### src/rtl/led_cmd_if.sv
// Byte-wide command channel into the LED counter controller (valid/ready handshake).
interface led_cmd_if;
  logic       cmd_valid;
  logic [7:0] cmd_data;
  logic       cmd_ready;

  modport master (output cmd_valid, output cmd_data, input cmd_ready);
  modport slave  (input cmd_valid, input cmd_data, output cmd_ready);
endinterface

### src/rtl/led_counter_ctrl.sv
// LED counter with a byte command parser: run/pause/clear/load/speed/direction
// control over a free-running half-period timer.
module led_counter_ctrl #(
  parameter int unsigned CLK_FREQ = 25_000_000
) (
  input  logic       clk,
  input  logic       rst_n,
  led_cmd_if.slave   cmd,
  output logic [7:0] leds,
  output logic       running,
  output logic       cmd_err
);

  localparam logic [31:0] BASE = 32'(CLK_FREQ / 2);

  localparam logic [7:0] OP_RUN   = 8'h01;
  localparam logic [7:0] OP_PAUSE = 8'h02;
  localparam logic [7:0] OP_CLEAR = 8'h03;
  localparam logic [7:0] OP_LOAD  = 8'h04;
  localparam logic [7:0] OP_SPEED = 8'h05;
  localparam logic [7:0] OP_DIR   = 8'h06;

  typedef enum logic [1:0] {OPC, OPND, EXEC} state_t;

  state_t      state_reg, state_next;
  logic [7:0]  opcode_reg, opcode_next;
  logic [7:0]  operand_reg, operand_next;
  logic        cmd_err_reg, cmd_err_next;
  logic [7:0]  leds_reg, leds_next;
  logic [31:0] cnt_reg, cnt_next;
  logic        running_reg, running_next;
  logic        dir_reg, dir_next;
  logic [2:0]  shift_reg, shift_next;

  logic        xfer;
  logic        exec;
  logic        advance;
  logic [31:0] period;

  assign cmd.cmd_ready = (state_reg != EXEC);
  assign xfer          = cmd.cmd_valid && cmd.cmd_ready;
  assign exec          = (state_reg == EXEC);

  // Shifting past the base half-period clamps to a one-cycle period.
  assign period  = ((BASE >> shift_reg) == 32'd0) ? 32'd1 : (BASE >> shift_reg);
  // A PAUSE being executed freezes the counter in the same cycle.
  assign advance = running_reg && !(exec && opcode_reg == OP_PAUSE);

  always_ff @(posedge clk or negedge rst_n) begin
    if (!rst_n) begin
      state_reg   <= OPC;
      opcode_reg  <= 8'h00;
      operand_reg <= 8'h00;
      cmd_err_reg <= 1'b0;
      leds_reg    <= 8'h00;
      cnt_reg     <= 32'd0;
      running_reg <= 1'b1;
      dir_reg     <= 1'b1;
      shift_reg   <= 3'd0;
    end else begin
      state_reg   <= state_next;
      opcode_reg  <= opcode_next;
      operand_reg <= operand_next;
      cmd_err_reg <= cmd_err_next;
      leds_reg    <= leds_next;
      cnt_reg     <= cnt_next;
      running_reg <= running_next;
      dir_reg     <= dir_next;
      shift_reg   <= shift_next;
    end
  end

  always_comb begin
    state_next   = state_reg;
    opcode_next  = opcode_reg;
    operand_next = operand_reg;
    cmd_err_next = 1'b0;
    case (state_reg)
      OPC: begin
        if (xfer) begin
          case (cmd.cmd_data)
            OP_RUN, OP_PAUSE, OP_CLEAR: begin
              opcode_next = cmd.cmd_data;
              state_next  = EXEC;
            end
            OP_LOAD, OP_SPEED, OP_DIR: begin
              opcode_next = cmd.cmd_data;
              state_next  = OPND;
            end
            default: cmd_err_next = 1'b1;
          endcase
        end
      end
      OPND: begin
        if (xfer) begin
          operand_next = cmd.cmd_data;
          state_next   = EXEC;
        end
      end
      EXEC:    state_next = OPC;
      default: state_next = OPC;
    endcase
  end

  always_comb begin
    leds_next    = leds_reg;
    cnt_next     = cnt_reg;
    running_next = running_reg;
    dir_next     = dir_reg;
    shift_next   = shift_reg;

    if (advance) begin
      if (cnt_reg == period - 32'd1) begin
        cnt_next  = 32'd0;
        leds_next = dir_reg ? leds_reg + 8'd1 : leds_reg - 8'd1;
      end else begin
        cnt_next = cnt_reg + 32'd1;
      end
    end

    // Commands override any step landing on the same edge.
    if (exec) begin
      case (opcode_reg)
        OP_RUN:   running_next = 1'b1;
        OP_PAUSE: running_next = 1'b0;
        OP_CLEAR: begin
          leds_next = 8'h00;
          cnt_next  = 32'd0;
        end
        OP_LOAD: begin
          leds_next = operand_reg;
          cnt_next  = 32'd0;
        end
        OP_SPEED: begin
          shift_next = operand_reg[2:0];
          cnt_next   = 32'd0;
        end
        OP_DIR:   dir_next = operand_reg[0];
        default:  ;
      endcase
    end
  end

  assign leds    = leds_reg;
  assign running = running_reg;
  assign cmd_err = cmd_err_reg;

endmodule

### src/flat_wrapper.sv
// flat-port wrapper written by rule: the top's interface ports become plain ports
module led_counter_ctrl_flat 
#(
  parameter int unsigned CLK_FREQ = 25_000_000
)
  (clk, rst_n, leds, running, cmd_err, cmd_cmd_valid, cmd_cmd_data, cmd_cmd_ready);
  led_cmd_if cmd_i ();
  input  logic clk;
  input  logic rst_n;
  output logic [7:0] leds;
  output logic running;
  output logic cmd_err;
  input wire logic [$bits(cmd_i.cmd_valid)-1:0] cmd_cmd_valid;
  input wire logic [$bits(cmd_i.cmd_data)-1:0] cmd_cmd_data;
  output wire logic [$bits(cmd_i.cmd_ready)-1:0] cmd_cmd_ready;
  assign cmd_i.cmd_valid = cmd_cmd_valid;
  assign cmd_i.cmd_data = cmd_cmd_data;
  assign cmd_cmd_ready = cmd_i.cmd_ready;
  led_counter_ctrl #(.CLK_FREQ(CLK_FREQ)) u_core (.clk(clk), .rst_n(rst_n), .cmd(cmd_i), .leds(leds), .running(running), .cmd_err(cmd_err));
endmodule
### config.mk
export PLATFORM = sky130hd
export DESIGN_NAME = led_counter_ctrl_flat
export DESIGN_NICKNAME = d
export VERILOG_FILES = /design/src/rtl/led_cmd_if.sv /design/src/rtl/led_counter_ctrl.sv /design/src/flat_wrapper.sv
export SDC_FILE = /design/constraint.sdc
export NUM_CORES = 1
export LEC_CHECK = 0
export ABC_CLOCK_PERIOD_IN_PS = 3900
export CAP_MARGIN = 10
export CORE_MARGIN = 2
export CORE_UTILIZATION = 43
export CTS_CLUSTER_DIAMETER = 120
export DETAILED_ROUTE_END_ITERATION = 8
export MAX_ROUTING_LAYER = met4
export PLACE_DENSITY = 0.67
export RECOVER_POWER = 25
export SYNTH_ARGS = -nofsm -noshare
export SYNTH_HDL_FRONTEND = slang
export SYNTH_SLANG_ARGS = --single-unit
### constraint.sdc
create_clock -name clk -period 3.9 [get_ports clk]
set_input_delay 1.17 -clock clk [delete_from_list [all_inputs] [get_ports clk]]
set_output_delay 1.17 -clock clk [all_outputs]
set_load 0.05 [all_outputs]
======== Word level (Yosys, flattened, before mapping) ========
Index checks and enable logic that the tools add are counted.
word-level totals
  bits in registers ....................... 64
  word-level logic and storage cells ...... 68
  output and inout bits ................... 11
cells by class
  reductions and logical operators ........ 17
  add/sub/neg operators ................... 4
  equality and inequality tests ........... 19
  shift operators ......................... 1
  muxes and demuxes ....................... 18
operators with widths
  kind                                                 count
  two-way mux 32 bit                                   5
  equality test 8 x 3 -> 1 bit, second input constant  6
  adder 32 x 1 -> 32 bit, second input constant        1
  equality test 32 bit                                 1
  equality test 8 x 2 -> 1 bit, second input constant  4
  logical NOT 32 bit                                   1
  two-way mux 8 bit                                    4
  >> shifter 24 x 3 -> 32 bit, first input constant    1
  subtractor 32 x 1 -> 32 bit, second input constant   1
  equality test 8 x 1 -> 1 bit, second input constant  2
  one-hot mux 8 bit (2 select lines)                   1
  OR reduction 3 bit                                   3
  adder 8 x 1 -> 8 bit, second input constant          1
  one-hot mux 2 bit (2 select lines)                   2
  AND reduction 2 bit                                  4
  subtractor 8 x 1 -> 8 bit, second input constant     1
  AND reduction 3 bit                                  2
  OR reduction 6 bit                                   1
  two-way mux 2 bit                                    2
  != test 2 x 1 -> 1 bit, second input constant        2
  logical AND 1 bit                                    3
  two-way mux 1 bit                                    3
  != test 3 bit, second input constant                 1
  equality test 2 x 1 -> 1 bit, second input constant  1
  6 further kinds                                      6

======== Depth between registers and ports, before layout ========
  word-level depth ........................ 9
  mapped depth ............................ 12

======== Worst setup path before layout ========
Ideal clock, no wire load.
  path type ............................... reg-to-reg
  start ................................... reg u_core.shift_reg[0]
  end ..................................... reg u_core.leds_reg[0], in the netlist u_core.leds[0]
  setup slack ............................. 1059 ps
  arrival ................................. 2709 ps
  buffers on the path ..................... 1
  library setup time ...................... 131 ps
  required time ........................... 3769 ps
  cell stages (with the launch flop) ...... 11
  cell sequence ........................... dfrtp_1 -> buf_2 -> or3b_1 -> ha_1 -> xnor2_1 -> a31o_1 -> a2111oi_0 -> o2111ai_1 -> nor4_2 -> nor2_1 -> or3_1
on the way
  word-level cells in the longest chain between the ends .. 9
ends and longest elaborated chain
  element                             RTL line                 RTL
  start: declaration                  led_counter_ctrl.sv:33   logic [2:0] shift_reg, shift_next;
  start signal: assignment            led_counter_ctrl.sv:69   shift_reg <= shift_next;
  >> shifter 24 x 3 -> 32 bit *       led_counter_ctrl.sv:45   assign period = ((BASE >> shift_reg) == 32'd0) ? 32'd1 : (BASE >> shift_reg);
  logical NOT 32 bit                  led_counter_ctrl.sv:45
  two-way mux 32 bit *                led_counter_ctrl.sv:45
  subtractor 32 x 1 -> 32 bit *       led_counter_ctrl.sv:113  if (cnt_reg == period - 32'd1) begin
  equality test 32 bit *              led_counter_ctrl.sv:113
  two-way mux 8 bit *                 led_counter_ctrl.sv:113
  two-way mux 8 bit *                 led_counter_ctrl.sv:112  if (advance) begin
  one-hot mux 8 bit (2 select lines)  led_counter_ctrl.sv:123  case (opcode_reg)
  two-way mux 8 bit *                 led_counter_ctrl.sv:122  if (exec) begin
  net u_core.leds_next[0]             led_counter_ctrl.sv:29   logic [7:0] leds_reg, leds_next;
  end signal: assignment              led_counter_ctrl.sv:65   leds_reg <= leds_next;
  end: declaration                    led_counter_ctrl.sv:29
Mark *: on every way through the listed nets, which the timed path passes. The rest lies on a longest branch.
A chain may end at the register's enable or synchronous reset.

======== Worst setup path after layout ========
  start ................................... reg u_core.shift_reg[1]
  end ..................................... reg u_core.cnt_reg[5]
on the way
  word-level cells in the longest chain between the ends .. 9
ends and longest elaborated chain
  element                        RTL line                 RTL
  >> shifter 24 x 3 -> 32 bit *  led_counter_ctrl.sv:45
  logical NOT 32 bit             led_counter_ctrl.sv:45
  two-way mux 32 bit *           led_counter_ctrl.sv:45
  subtractor 32 x 1 -> 32 bit *  led_counter_ctrl.sv:113
  equality test 32 bit *         led_counter_ctrl.sv:113
  two-way mux 32 bit *           led_counter_ctrl.sv:113
  two-way mux 32 bit *           led_counter_ctrl.sv:112
  two-way mux 32 bit             led_counter_ctrl.sv:123
  two-way mux 32 bit *           led_counter_ctrl.sv:122
  net u_core.cnt_next[5]         led_counter_ctrl.sv:30   logic [31:0] cnt_reg, cnt_next;
  end signal: assignment         led_counter_ctrl.sv:66   cnt_reg <= cnt_next;
  end: declaration               led_counter_ctrl.sv:30
Marks and branches as above.

==> metrics.csv <==
metric,value,unit
leakagePower,2.01,nW
synth_seq_area_share,0.391,
cp-start-kind,register,
place_congestion,0.873,
synth_top_family_by_area,simple AND/OR/NAND/NOR gates,
status,completed,
reg2reg_from,u_core.shift_reg[1],
synthAdderAreaFrac,0.0317,
post_cts_buffers,0,
antenna_found_initial,0,
critPathCaptureType,register,
async_reset_ff_frac,1.00,
first_global_vias,3159,
pwr-share-clk,0.353,
via_per_inst,5.53,
cp.required,4.10,ns
p_per_area,365,nW/um2
cts_tree,built,
maxSlewViolCount,0,
cts_resized,0,
cts_made_buffers,9,
nFillCells,851,
synth_compound_area_frac,0.134,
vias,3382,
clk_pin_slew_worst_paths,0.08,ns
setup.worst_path.start,u_core.shift_reg[1],
setup_tns,0,ns
antenna_cells,0,
cts_root_buf,clkbuf_8,
worst_pin_slew,1.06,ns
slew_headroom,0.292,
hold_buffers,0,
syn-num-nets,481,
syn_area,4100,um2
avgRoutedWirePerCell,15.4,um
synthToLayoutAreaGrowth,12.1,%
fp.dieH,102,um
cts_buffer_depth,2,
synth-seq-cells,64,
port_buffers,21,
switchingPower,0.000532,W
clock_sinks,64,
drt_pass1_iterations,5,
ys.flop_type,dfrtp_1,
synth_edf_count,0,
reg2regPathDepth,9,
ant_nets,0,
clock.fmax,0.297,GHz
core-area,9240,um2
grt_pass1_wl,15.8,mm
p_seq_frac,0.471,
internal_power,0.00115,W
path_class,reg2reg,
drt_iter0_markers,230,
swShare,0.317,
setup_viol,0,
hold-path-cell-count,1,
synth.distinct_cells,70,
finalHoldViolations,0,
overflow,0,
grt.total_usage,0.200,
hold_slack,0.467,ns
cp_max_fo,32,
avgSynthCellArea,8.89,um2
drive_gt1_frac,0.0994,
synth_xor_area_frac,0.0812,
hpwl,6.85,mm
synthMuxAreaShare,0.0436,
syn_inst,461,
rsz0062_at_grt,false,
fin_crit,3.36,ns
nets,498,
start_util,0.444,
cp_data_arrival_time,3.57,ns
totalWireLength,9.41,mm
yosysWarningCount,0,
die_area,10300,um2
post-route-period-util,0.862,
cts_max_level,3,
io_pins,22,
maxCapViolCount,0,
hp-class,reg2reg,
worstHoldStart,u_core.state_reg[1],
drc,0,
row_count,35,
synthSimpleGateAreaFrac,0.277,
skew,0.0139,ns
p_comb_frac,0.176,
insertion_delay,0.35,ns
largest_register_ffs,32,
die_w,102,um
ir_drop,0.275,mV
grt_max_degree,33,
## cells in the mapped netlist, types with 10 or more instances
master,instances,share of area
nor3_1,21,0.026
mux2_2,15,0.041
a21oi_1,13,0.016
dfrtp_1,62,0.38
nand2b_1,10,0.015
xor2_1,18,0.038
inv_1,13,0.012
and3_1,12,0.018
o21ai_0,18,0.022
nand3_1,12,0.015
xnor2_1,20,0.043
nand2_1,52,0.048
nor2_1,55,0.050
## worst max-delay path: stages (launching register included)
cell	delay, ns
dfrtp_1	0.55
or3b_1	0.48
ha_1	0.30
xnor2_1	0.13
a31o_1	0.20
a2111oi_0	0.28
o2111ai_1	0.19
nor4_2	0.38
a21o_2	0.57
nor2_1	0.12
## through the flow
| step | cell area, um2 | total power (W) | instances | setup slack [ns] | util |
|---|---|---|---|---|---|
| 3_3_place_gp | 4400 | 0.00109 | 596 | 0.647 | 0.476 |
| 3_5_place_dp | 4400 | 0.00110 | 596 | 0.510 | 0.476 |
| 4_1_cts | 4600 | 0.00169 | 612 | 0.500 | 0.498 |
| 2_1_floorplan | 4100 | 0.000989 | 461 | 1.06 | - |
| 6_report | 4600 | 0.00168 | 612 | 0.537 | 0.498 |
| 5_1_grt | 4600 | 0.00176 | 612 | 0.271 | 0.498 |
## logic make-up (layout without fill, tap and decap cells)
logic type      after synthesis  in the layout
compound gates               77             77
mux                          16             16
buf+inv                      35             57
fa+ha+maj                    10             10
simple gates                221            221
xor+xnor                     38             38
flops                        64             64
## path summary, 6_finish.rpt
kind | to | slack, ns
max | u_core.cnt_reg[5] | 0.54
min | u_core.state_reg[0] | 0.47
max reg2reg | u_core.cnt_reg[5] | 0.54
min reg2reg | u_core.state_reg[0] | 0.47
max in group asynchronous | u_core.leds[6] | 1.45
min in group asynchronous | u_core.cnt_reg[17] | 0.96
## layout by cell type (no fill, tap or decap), drive strengths merged, types with 12 or more instances in the layout
cell           synthesis  layout
a21oi                 14      14
and3                  12      12
clkdlybuf4s50          0      20
dfrtp                 62      62
inv                   13      15
mux2                  15      15
nand2                 52      52
nand3                 12      12
nor2                  55      55
nor3                  22      22
o21ai                 19      19
xnor2                 20      20
xor2                  18      18
## layer usage
| layer | vias up | GRT usage | share of wire |
|---|---|---|---|
| li1 | 1674 | - | - |
| met1 | 1631 | 0.285 | 0.50 |
| met2 | 64 | 0.288 | 0.44 |
| met3 | 13 | 0.0338 | 0.038 |
| met4 | 0 | 0.0686 | 0.018 |
| met5 | - | - | 0 |
## area by class of cell
class	instances	area, um2	share of cell area
well taps	129	161	0.0351
clock buffers	9	124	0.0269
repair buffers	28	253	0.0550
clock inverters	7	78.8	0.0171
inverters	13	48.8	0.0106
flip-flops and latches	64	1600	0.349
multi-input cells	362	2330	0.506
## power groups by stage
| stage | logic, W | registers, W | clock network, W |
|---|---|---|---|
| 5_1_grt | 0.000330 | 0.000801 | 0.000628 |
| 6_report | 0.000296 | 0.000790 | 0.000593 |
| 3_5_place_dp | 0.000296 | 0.000801 | 0 |
| 4_1_cts | 0.000299 | 0.000789 | 0.000605 |
| 2_1_floorplan | 0.000191 | 0.000798 | 0 |
| 3_3_place_gp | 0.000290 | 0.000799 | 0 |
(Power assumes the default switching activity.)
